===== src/rtl/tl_ul_sram_bridge.sv =====
// tl_ul_sram_bridge
// TileLink-UL (A/D channels) to single-port synchronous SRAM bridge.
//
// A legal request (PutFull/PutPartial/Get, size <= 4 bytes, naturally
// aligned) strobes the SRAM combinationally in the cycle it is accepted.
// The request metadata is held in stage s1 for one cycle, while the SRAM
// returns read data and error status. It is then pushed into a 3-entry
// response FIFO whose head drives the D channel. Illegal requests never
// touch the SRAM. They still produce exactly one (denied) response.
//
// Ports
//   clock, reset_n        : clock; asynchronous active-low reset
//   a_valid/a_ready       : A-channel handshake
//   a_opcode/a_param/a_size/a_source/a_address/a_mask/a_data : A payload
//                           (a_param is ignored)
//   d_valid/d_ready       : D-channel handshake
//   d_opcode/d_param/d_size/d_source/d_denied/d_data/d_corrupt : D payload
//   mem_req/mem_we/mem_addr/mem_wmask/mem_wdata : SRAM request (word address)
//   mem_rdata/mem_err     : SRAM read data / error, valid 1 cycle after mem_req
module tl_ul_sram_bridge #(
  parameter int ADDR_W    = 26,
  parameter int SRC_W     = 2,
  parameter int RSP_DEPTH = 3
) (
  input  logic              clock,
  input  logic              reset_n,

  input  logic              a_valid,
  output logic              a_ready,
  input  logic [2:0]        a_opcode,
  input  logic [2:0]        a_param,
  input  logic [2:0]        a_size,
  input  logic [SRC_W-1:0]  a_source,
  input  logic [ADDR_W-1:0] a_address,
  input  logic [3:0]        a_mask,
  input  logic [31:0]       a_data,

  output logic              d_valid,
  input  logic              d_ready,
  output logic [2:0]        d_opcode,
  output logic [1:0]        d_param,
  output logic [2:0]        d_size,
  output logic [SRC_W-1:0]  d_source,
  output logic              d_denied,
  output logic [31:0]       d_data,
  output logic              d_corrupt,

  output logic              mem_req,
  output logic              mem_we,
  output logic [ADDR_W-3:0] mem_addr,
  output logic [3:0]        mem_wmask,
  output logic [31:0]       mem_wdata,
  input  logic [31:0]       mem_rdata,
  input  logic              mem_err
);

  localparam int CW = $clog2(RSP_DEPTH + 1);
  localparam int PW = $clog2(RSP_DEPTH);
  localparam logic [CW:0] DEPTH_L = (CW + 1)'(RSP_DEPTH);

  localparam logic [2:0] OP_ACK      = 3'd0;
  localparam logic [2:0] OP_ACK_DATA = 3'd1;
  localparam logic [2:0] OP_HINT_ACK = 3'd2;

  typedef struct packed {
    logic [2:0]       opcode;
    logic [2:0]       size;
    logic [SRC_W-1:0] source;
    logic             denied;
    logic             is_mem;
    logic             is_read;
  } s1_t;

  typedef struct packed {
    logic [2:0]       opcode;
    logic [2:0]       size;
    logic [SRC_W-1:0] source;
    logic             denied;
    logic [31:0]      data;
  } rsp_t;

  logic unused_param;
  assign unused_param = ^a_param;

  // ---------------------------------------------------------------------
  // Request decode
  // ---------------------------------------------------------------------
  logic fire;
  logic op_put, op_get, op_hint;
  logic aligned, legal;
  logic [2:0] rsp_opcode;
  logic rsp_denied;

  assign op_put  = (a_opcode == 3'd0) || (a_opcode == 3'd1);
  assign op_get  = (a_opcode == 3'd4);
  assign op_hint = (a_opcode == 3'd5);

  always_comb begin
    aligned = 1'b0;
    case (a_size)
      3'd0:    aligned = 1'b1;
      3'd1:    aligned = ~a_address[0];
      3'd2:    aligned = (a_address[1:0] == 2'b00);
      default: aligned = 1'b0;
    endcase
  end

  assign legal = (op_put || op_get) && aligned;

  // Intent always gets a clean HintAck; Put-class gets AccessAck; every
  // other opcode (Get, atomics, 6/7) answers with AccessAckData.
  always_comb begin
    rsp_opcode = OP_ACK_DATA;
    rsp_denied = ~legal;
    if (op_hint) begin
      rsp_opcode = OP_HINT_ACK;
      rsp_denied = 1'b0;
    end else if (op_put) begin
      rsp_opcode = OP_ACK;
    end
  end

  assign fire      = a_valid && a_ready;
  assign mem_req   = fire && legal;
  assign mem_we    = op_put;
  assign mem_addr  = a_address[ADDR_W-1:2];
  assign mem_wmask = a_mask;
  assign mem_wdata = a_data;

  // ---------------------------------------------------------------------
  // Stage s1 and response FIFO
  // ---------------------------------------------------------------------
  logic          s1_valid;
  s1_t           s1;
  logic [CW-1:0] count;
  logic [PW-1:0] wr_ptr, rd_ptr;
  rsp_t          rsp_store [RSP_DEPTH];
  rsp_t          push_entry, head;
  logic          push, pop;

  // Counting s1 as occupied reserves a FIFO slot for the response still in
  // flight, so the unconditional push from s1 can never overflow.
  assign a_ready = ({1'b0, count} + {{CW{1'b0}}, s1_valid}) < DEPTH_L;

  assign push = s1_valid;
  assign pop  = d_valid && d_ready;

  function automatic logic [PW-1:0] ptr_inc(input logic [PW-1:0] p);
    return (p == PW'(RSP_DEPTH - 1)) ? '0 : p + 1'b1;
  endfunction

  always_comb begin
    push_entry.opcode = s1.opcode;
    push_entry.size   = s1.size;
    push_entry.source = s1.source;
    push_entry.denied = s1.denied || (s1.is_mem && mem_err);
    push_entry.data   = (s1.is_mem && s1.is_read) ? mem_rdata : '0;
  end

  always_ff @(posedge clock or negedge reset_n) begin
    if (!reset_n) begin
      s1_valid <= 1'b0;
      count    <= '0;
      wr_ptr   <= '0;
      rd_ptr   <= '0;
    end else begin
      s1_valid <= fire;
      if (push) wr_ptr <= ptr_inc(wr_ptr);
      if (pop)  rd_ptr <= ptr_inc(rd_ptr);
      case ({push, pop})
        2'b10:   count <= count + 1'b1;
        2'b01:   count <= count - 1'b1;
        default: count <= count;
      endcase
    end
  end

  // Payload registers carry no reset; they are only observed when valid.
  always_ff @(posedge clock) begin
    if (fire) begin
      s1.opcode  <= rsp_opcode;
      s1.size    <= a_size;
      s1.source  <= a_source;
      s1.denied  <= rsp_denied;
      s1.is_mem  <= legal;
      s1.is_read <= op_get;
    end
    if (push) rsp_store[wr_ptr] <= push_entry;
  end

  assign head      = rsp_store[rd_ptr];
  assign d_valid   = (count != '0);
  assign d_opcode  = head.opcode;
  assign d_param   = '0;
  assign d_size    = head.size;
  assign d_source  = head.source;
  assign d_denied  = head.denied;
  assign d_data    = head.data;
  assign d_corrupt = head.denied && (head.opcode == OP_ACK_DATA);

  no_overflow: assert property (@(posedge clock) disable iff (!reset_n)
    !(push && !pop && (count == CW'(RSP_DEPTH))));

endmodule

===== config.mk =====
export PLATFORM = sky130hd
export DESIGN_NAME = tl_ul_sram_bridge
export DESIGN_NICKNAME = d
export VERILOG_FILES = /design/src/rtl/tl_ul_sram_bridge.sv
export SDC_FILE = /design/constraint.sdc
export NUM_CORES = 1
export LEC_CHECK = 0
export CAP_MARGIN = 10
export CORE_ASPECT_RATIO = 1.2
export CORE_UTILIZATION = 45
export CTS_BUF_LIST = sky130_fd_sc_hd__clkbuf_16
export CTS_CLUSTER_SIZE = 28
export DETAILED_ROUTE_END_ITERATION = 12
export PLACE_DENSITY = 0.86
export SLEW_MARGIN = 30
export SYNTH_ARGS = -nofsm -noshare
export SYNTH_HDL_FRONTEND = slang
export SYNTH_SLANG_ARGS = --single-unit

===== constraint.sdc =====
create_clock -name clock -period 4.2 [get_ports clock]
set_input_delay 0.42 -clock clock [delete_from_list [all_inputs] [get_ports clock]]
set_output_delay 0.42 -clock clock [all_outputs]
set_load 0.01 [all_outputs]

# --- Word level (Yosys, flattened, before mapping) ---
# Memory sizes are Yosys's and may differ from the RTL's.
# Cells that the tools add are included.
op_classes:
  n_mux: 8
  reduce_logical: 15
  n_addsub: 5
  magnitude_cmp: 1
  bitwise_logic: 2
  eq_ne: 10
ops:
  columns: ["cell", "n"]
  rows:
  - ["$mux W32", 1]
  - ["$eq A3 B1 Y1 const B", 3]
  - ["$logic_and A1 B1 Y1", 7]
  - ["$add A2 B1 Y2 const B", 3]
  - ["$eq A2 B2 Y1 const B", 3]
  - ["$eq A3 B3 Y1 const B", 2]
  - ["$logic_not A3 Y1", 2]
  - ["$mux W2", 2]
  - ["$pmux W2 S2", 1]
  - ["$reduce_bool A2 Y1", 2]
  - ["$add A2 B1 Y3", 1]
  - ["$eq A3 B2 Y1 const B", 1]
  - ["$logic_or A1 B1 Y1", 3]
  - ["$lt A3 B2 Y1 const B", 1]
  - ["$mux W1", 3]
  - ["$pmux W1 S3", 1]
  - ["$eq A2 B1 Y1 const B", 1]
  - ["$logic_not A2 Y1", 1]
  - ["$not A1 Y1", 2]
  - ["$sub A2 B1 Y2 const B", 1]
totals:
  inputBits: 110
  ram_bits: 123
  wordCells: 52
  reg_bits: 18
  mem_count: 1
mem_list:
  columns: ["memory", "depth", "width", "read_ports", "rd_ports_with_merged_regs", "write_ports", "line_no", "rtl"]
  rows:
  - ["rsp_store", 3, 41, 1, 0, 1, "137", "rsp_t rsp_store [RSP_DEPTH];"]

# --- Logic depth before layout (Yosys ltp) ---
depth:
  depth_word: 5
  depth_mapped: 6

# --- Least setup slack after synthesis ---
# No wires, ideal clock.
synth_path:
  path_kind: "reg2reg"
  startpoint: "register s1_valid (netlist: push)"
  endpoint: "memory rsp_store[2][0] in the netlist's numbering, enable pin"
  n_path_buf: 0
  slack_ns: 0.310
  required_ns: 3.705
  stages_incl_launch_ff: 3
  arrival_ns: 3.395
  cell_sequence: "dfrtp_1 -> inv_1 -> nor3b_1"
synth_between:
  elab_chain_cells: 2
synth_lines:
  columns: ["item", "line_no", "rtl"]
  rows:
  - ["start: declaration", "133", "logic s1_valid;"]
  - ["start signal: assignment", "167", "s1_valid <= fire;"]
  - ["$mux W1", "188", "if (push) rsp_store[wr_ptr] <= push_entry;"]
  - ["$mux W1 (not written as such)", "188", null]
  - ["end: declaration", "137", null]
# No other way between the ends.

# --- Worst setup path in the final report ---
layout_path:
  startpoint: "register count[0]"
  endpoint: "output mem_req"
layout_between:
  elab_chain_cells: 4
layout_lines:
  columns: ["item", "line_no", "rtl"]
  rows:
  - ["start: declaration", "135", "logic [CW-1:0] count;"]
  - ["start signal: assignment", "171", "2'b10: count <= count + 1'b1;"]
  - ["start signal: assignment", "172", "2'b01: count <= count - 1'b1;"]
  - ["start signal: assignment", "173", "default: count <= count;"]
  - ["$add A2 B1 Y3", "143", "assign a_ready = ({1'b0, count} + {{CW{1'b0}}, s1_valid}) < DEPTH_L;"]
  - ["$lt A3 B2 Y1", "143", null]
  - ["$logic_and A1 B1 Y1", "123", "assign fire = a_valid && a_ready;"]
  - ["named net fire", "88", "logic fire;"]
  - ["$logic_and A1 B1 Y1", "124", "assign mem_req = fire && legal;"]
  - ["end: declaration", "48", "output logic mem_req,"]
# The timed path passes the listed nets, and every way through them passes these cells.

==> flow_summary.json <==
{
  "cts_hold_buf": 0,
  "synthDistinctLibCells": 27,
  "h-tree-depth": 4,
  "peakVddDrop_mv": 0.493,
  "worst_slack_ns": 0.901,
  "portBuffers": 91,
  "post_cts_buffers": 0,
  "cts_tree": "built",
  "fmax_ghz": 0.303,
  "p_per_area_nw_per_um2": 745,
  "grt-ovfl-total": 0,
  "switchingPower_w": 0.00156,
  "hp-class": "input port to asynchronous set/reset pin",
  "regToRegSetupSlack_ns": 2.16,
  "startpoint": "count[0]",
  "die_y_um": 127,
  "drt_iter0_drc": 143,
  "clk_pin_slew_worst_paths_ns": 0.05,
  "path_common_cell": "ha_1",
  "cp-start-kind": "flop",
  "routedWlPerCell_um": 17.7,
  "tns_ns": 0,
  "dieArea_um2": 13500,
  "p_sw_frac": 0.296,
  "ys_ff_latch": 137,
  "nets": 560,
  "die_x_um": 106,
  "routed_via_density": 5.25,
  "postRouteAntennaNets": 0,
  "num_rows": 45,
  "ios": 218,
  "start_util": 0.463,
  "synthTopCellsByArea": "edfxtp_1, buf_4, mux2i_1, and3_1, o21ai_1",
  "cts.sinks": 137,
  "multi_input_area_um2": 1210,
  "leakagePower_nw": 2.63,
  "fin_util": 0.561,
  "grt_max_degree": 53,
  "seqCellArea_um2": 4080,
  "slew_violations": 0,
  "crit_required_ns": 3.78,
  "cts_buffers": 17,
  "postSynthCellCount": 410,
  "seq_area_frac_synth": 0.696,
  "grt_pass1_wl_um": 16900,
  "gp_congestion": 0.686,
  "r2r_cells": 4,
  "clk_latency_ns": 0.41,
  "area_growth_pct": 21.2,
  "reg2reg_from": "count[0]",
  "synth_top_area_frac": 0.666,
  "setup_viol": 0,
  "antenna_found_initial": 0,
  "layout-drive-gt1-share": 0.0935,
  "fillCellCount": 1024,
  "drc": 0,
  "cp_cell_sequence": "ha_1 > ha_1 > a21oi_1 > and2_1 > and4_1 > clkdlybuf4s50_1",
  "cts-root-buf": "clkbuf_16",
  "yosys_warnings": 0,
  "crit_path_max_fanout": 12,
  "rsz0062_at_grt": "no",
  "post_cts_resized": 0,
  "hold_viol": 0,
  "status": "completed",
  "slowest_delay_ns": 0.54,
  "max_cap_viol_count": 0,
  "synth_area_um2": 5860,
  "num_vias": 3273,
  "crit_arrival_ns": 2.88,
  "drt_pass1_iterations": 4,
  "core_um2": 12700,
  "grtUsageTotal": 0.170,
  "endpoint_kind": "output port",
  "post-route-period-util": 0.785,
  "path_class": "flop to output port",
  "worstMarginPinSlew_ns": 0.882,
  "p_int_w": 0.00373,
  "p_comb_frac": 0.301,
  "crit_slowest_cell": "and2_1",
  "clk_path_buf_depth": 2,
  "slew_headroom": 0.412,
  "place_hpwl_um": 6880,
  "sequentialPowerShare": 0.415,
  "synth_area_leader_cell": "edfxtp_1",
  "grt_pass1_vias": 3386,
  "wirelength_um": 11000,
  "avgSynthCellArea_um2": 14.3,
  "diodes": 0,
  "pre_cts_slack_ns": 1.35,
  "p_clk_frac": 0.284,
  "skew_ns": 0.00921,
  "fin_crit_ns": 3.30
}
[metal layers]
layer | vias up | part of all wire | track usage
li1 | 1508 | - | -
met1 | 1608 | 0.39 | 0.185
met2 | 136 | 0.53 | 0.298
met3 | 21 | 0.064 | 0.0602
met4 | 0 | 0.014 | 0.0752
met5 | - | 0 | 0
[through the flow]
step                hold slack (ns)  total power (W)  cell area, um^2  cells
finish                        0.271          0.00529             7100    624
global route                  0.275          0.00555             7100    624
CTS                           0.257          0.00534             7090    623
detailed placement            0.456          0.00383             6480    591
global placement              0.444          0.00374             6460    590
floorplan                     0.124          0.00308             5870    412
[cell usage after synthesis]
master	number
a21o_1	4
a21oi_1	2
and2_1	1
and3_1	33
and3b_1	2
and4_1	1
buf_2	6
buf_4	65
buf_6	3
clkbuf_1	9
conb_1	1
dfrtp_1	7
edfxtp_1	130
ha_1	3
inv_1	2
mux2i_1	40
nand2_1	44
nor2_1	5
nor3_1	2
nor3b_1	2
o21a_1	1
o21ai_1	41
o21ai_2	1
o22ai_1	1
or2_2	1
xnor2_1	2
xor2_1	1
[critical path: cells and delay by family (launching register included)]
| kind | cells | cell delay [ns] |
|---|---|---|
| flops | 1 | 0.43 |
| buf+inv | 1 | 0.53 |
| compound gates | 1 | 0.17 |
| fa+ha+maj | 2 | 0.51 |
| simple gates | 2 | 0.81 |
[logic make-up (layout without fill, tap and decap cells)]
kind of cell    Yosys count  after routing  share of synthesized area
other cells               1              3                   0.000640
flops                   137            137                      0.696
compound gates           50             50                     0.0457
buf+inv                  85            133                      0.101
simple gates             91             91                     0.0775
fa+ha+maj                 3              3                    0.00640
xor+xnor                  3              3                    0.00448
mux                      40             40                     0.0683
[cell type report]
| class | instances | area share |
|---|---|---|
| Clock buffer | 17 | 0.0599 |
| Multi-Input combinational cell | 190 | 0.171 |
| Clock inverter | 15 | 0.0259 |
| Tap cell | 164 | 0.0289 |
| Timing Repair Buffer | 99 | 0.139 |
| Sequential cell | 137 | 0.574 |
| Inverter | 2 | 0.00106 |
[worst paths after layout]
check | to
max | mem_req
min reg2reg | rsp_store[0][35]
max in group asynchronous | rd_ptr[1]
min in group clock | rsp_store[0][35]
max reg2reg | push_entry[36]
min | count[1]
[state kept, by name (all words and copies together), names as in the netlist]
signal      count
rsp_store     120
push_entry      7
s1              3
count           2
rd_ptr          2
wr_ptr          2
push            1
[cells in the final DEF, fill, tap and decap left out, types with 2 or more instances in the layout]
cell type / count
xnor2_1: 2
mux2i_1: 40
clkdlybuf4s50_1: 91
a21oi_1: 2
ha_1: 3
dfrtp_1: 5
conb_1: 3
clkinv_2: 3
buf_8: 2
inv_1: 3
bufinv_16: 4
edfxtp_1: 130
and3b_1: 2
a21o_1: 4
clkbuf_16: 17
dfrtp_2: 2
clkinv_4: 3
o21ai_1: 41
nand2_1: 44
and3_1: 33
nor2_1: 4
clkinv_1: 3
buf_4: 6
[power groups by stage]
stage                     clock network, W  registers (W)  logic (W)
final                              0.00150        0.00220    0.00159
after global routing               0.00159        0.00224    0.00172
after CTS                          0.00153        0.00222    0.00159
after detailed placement                 0        0.00225    0.00158
after global placement                   0        0.00223    0.00151
after floorplan                          0        0.00206    0.00102
Note: power is estimated with default switching activity, not from simulation.
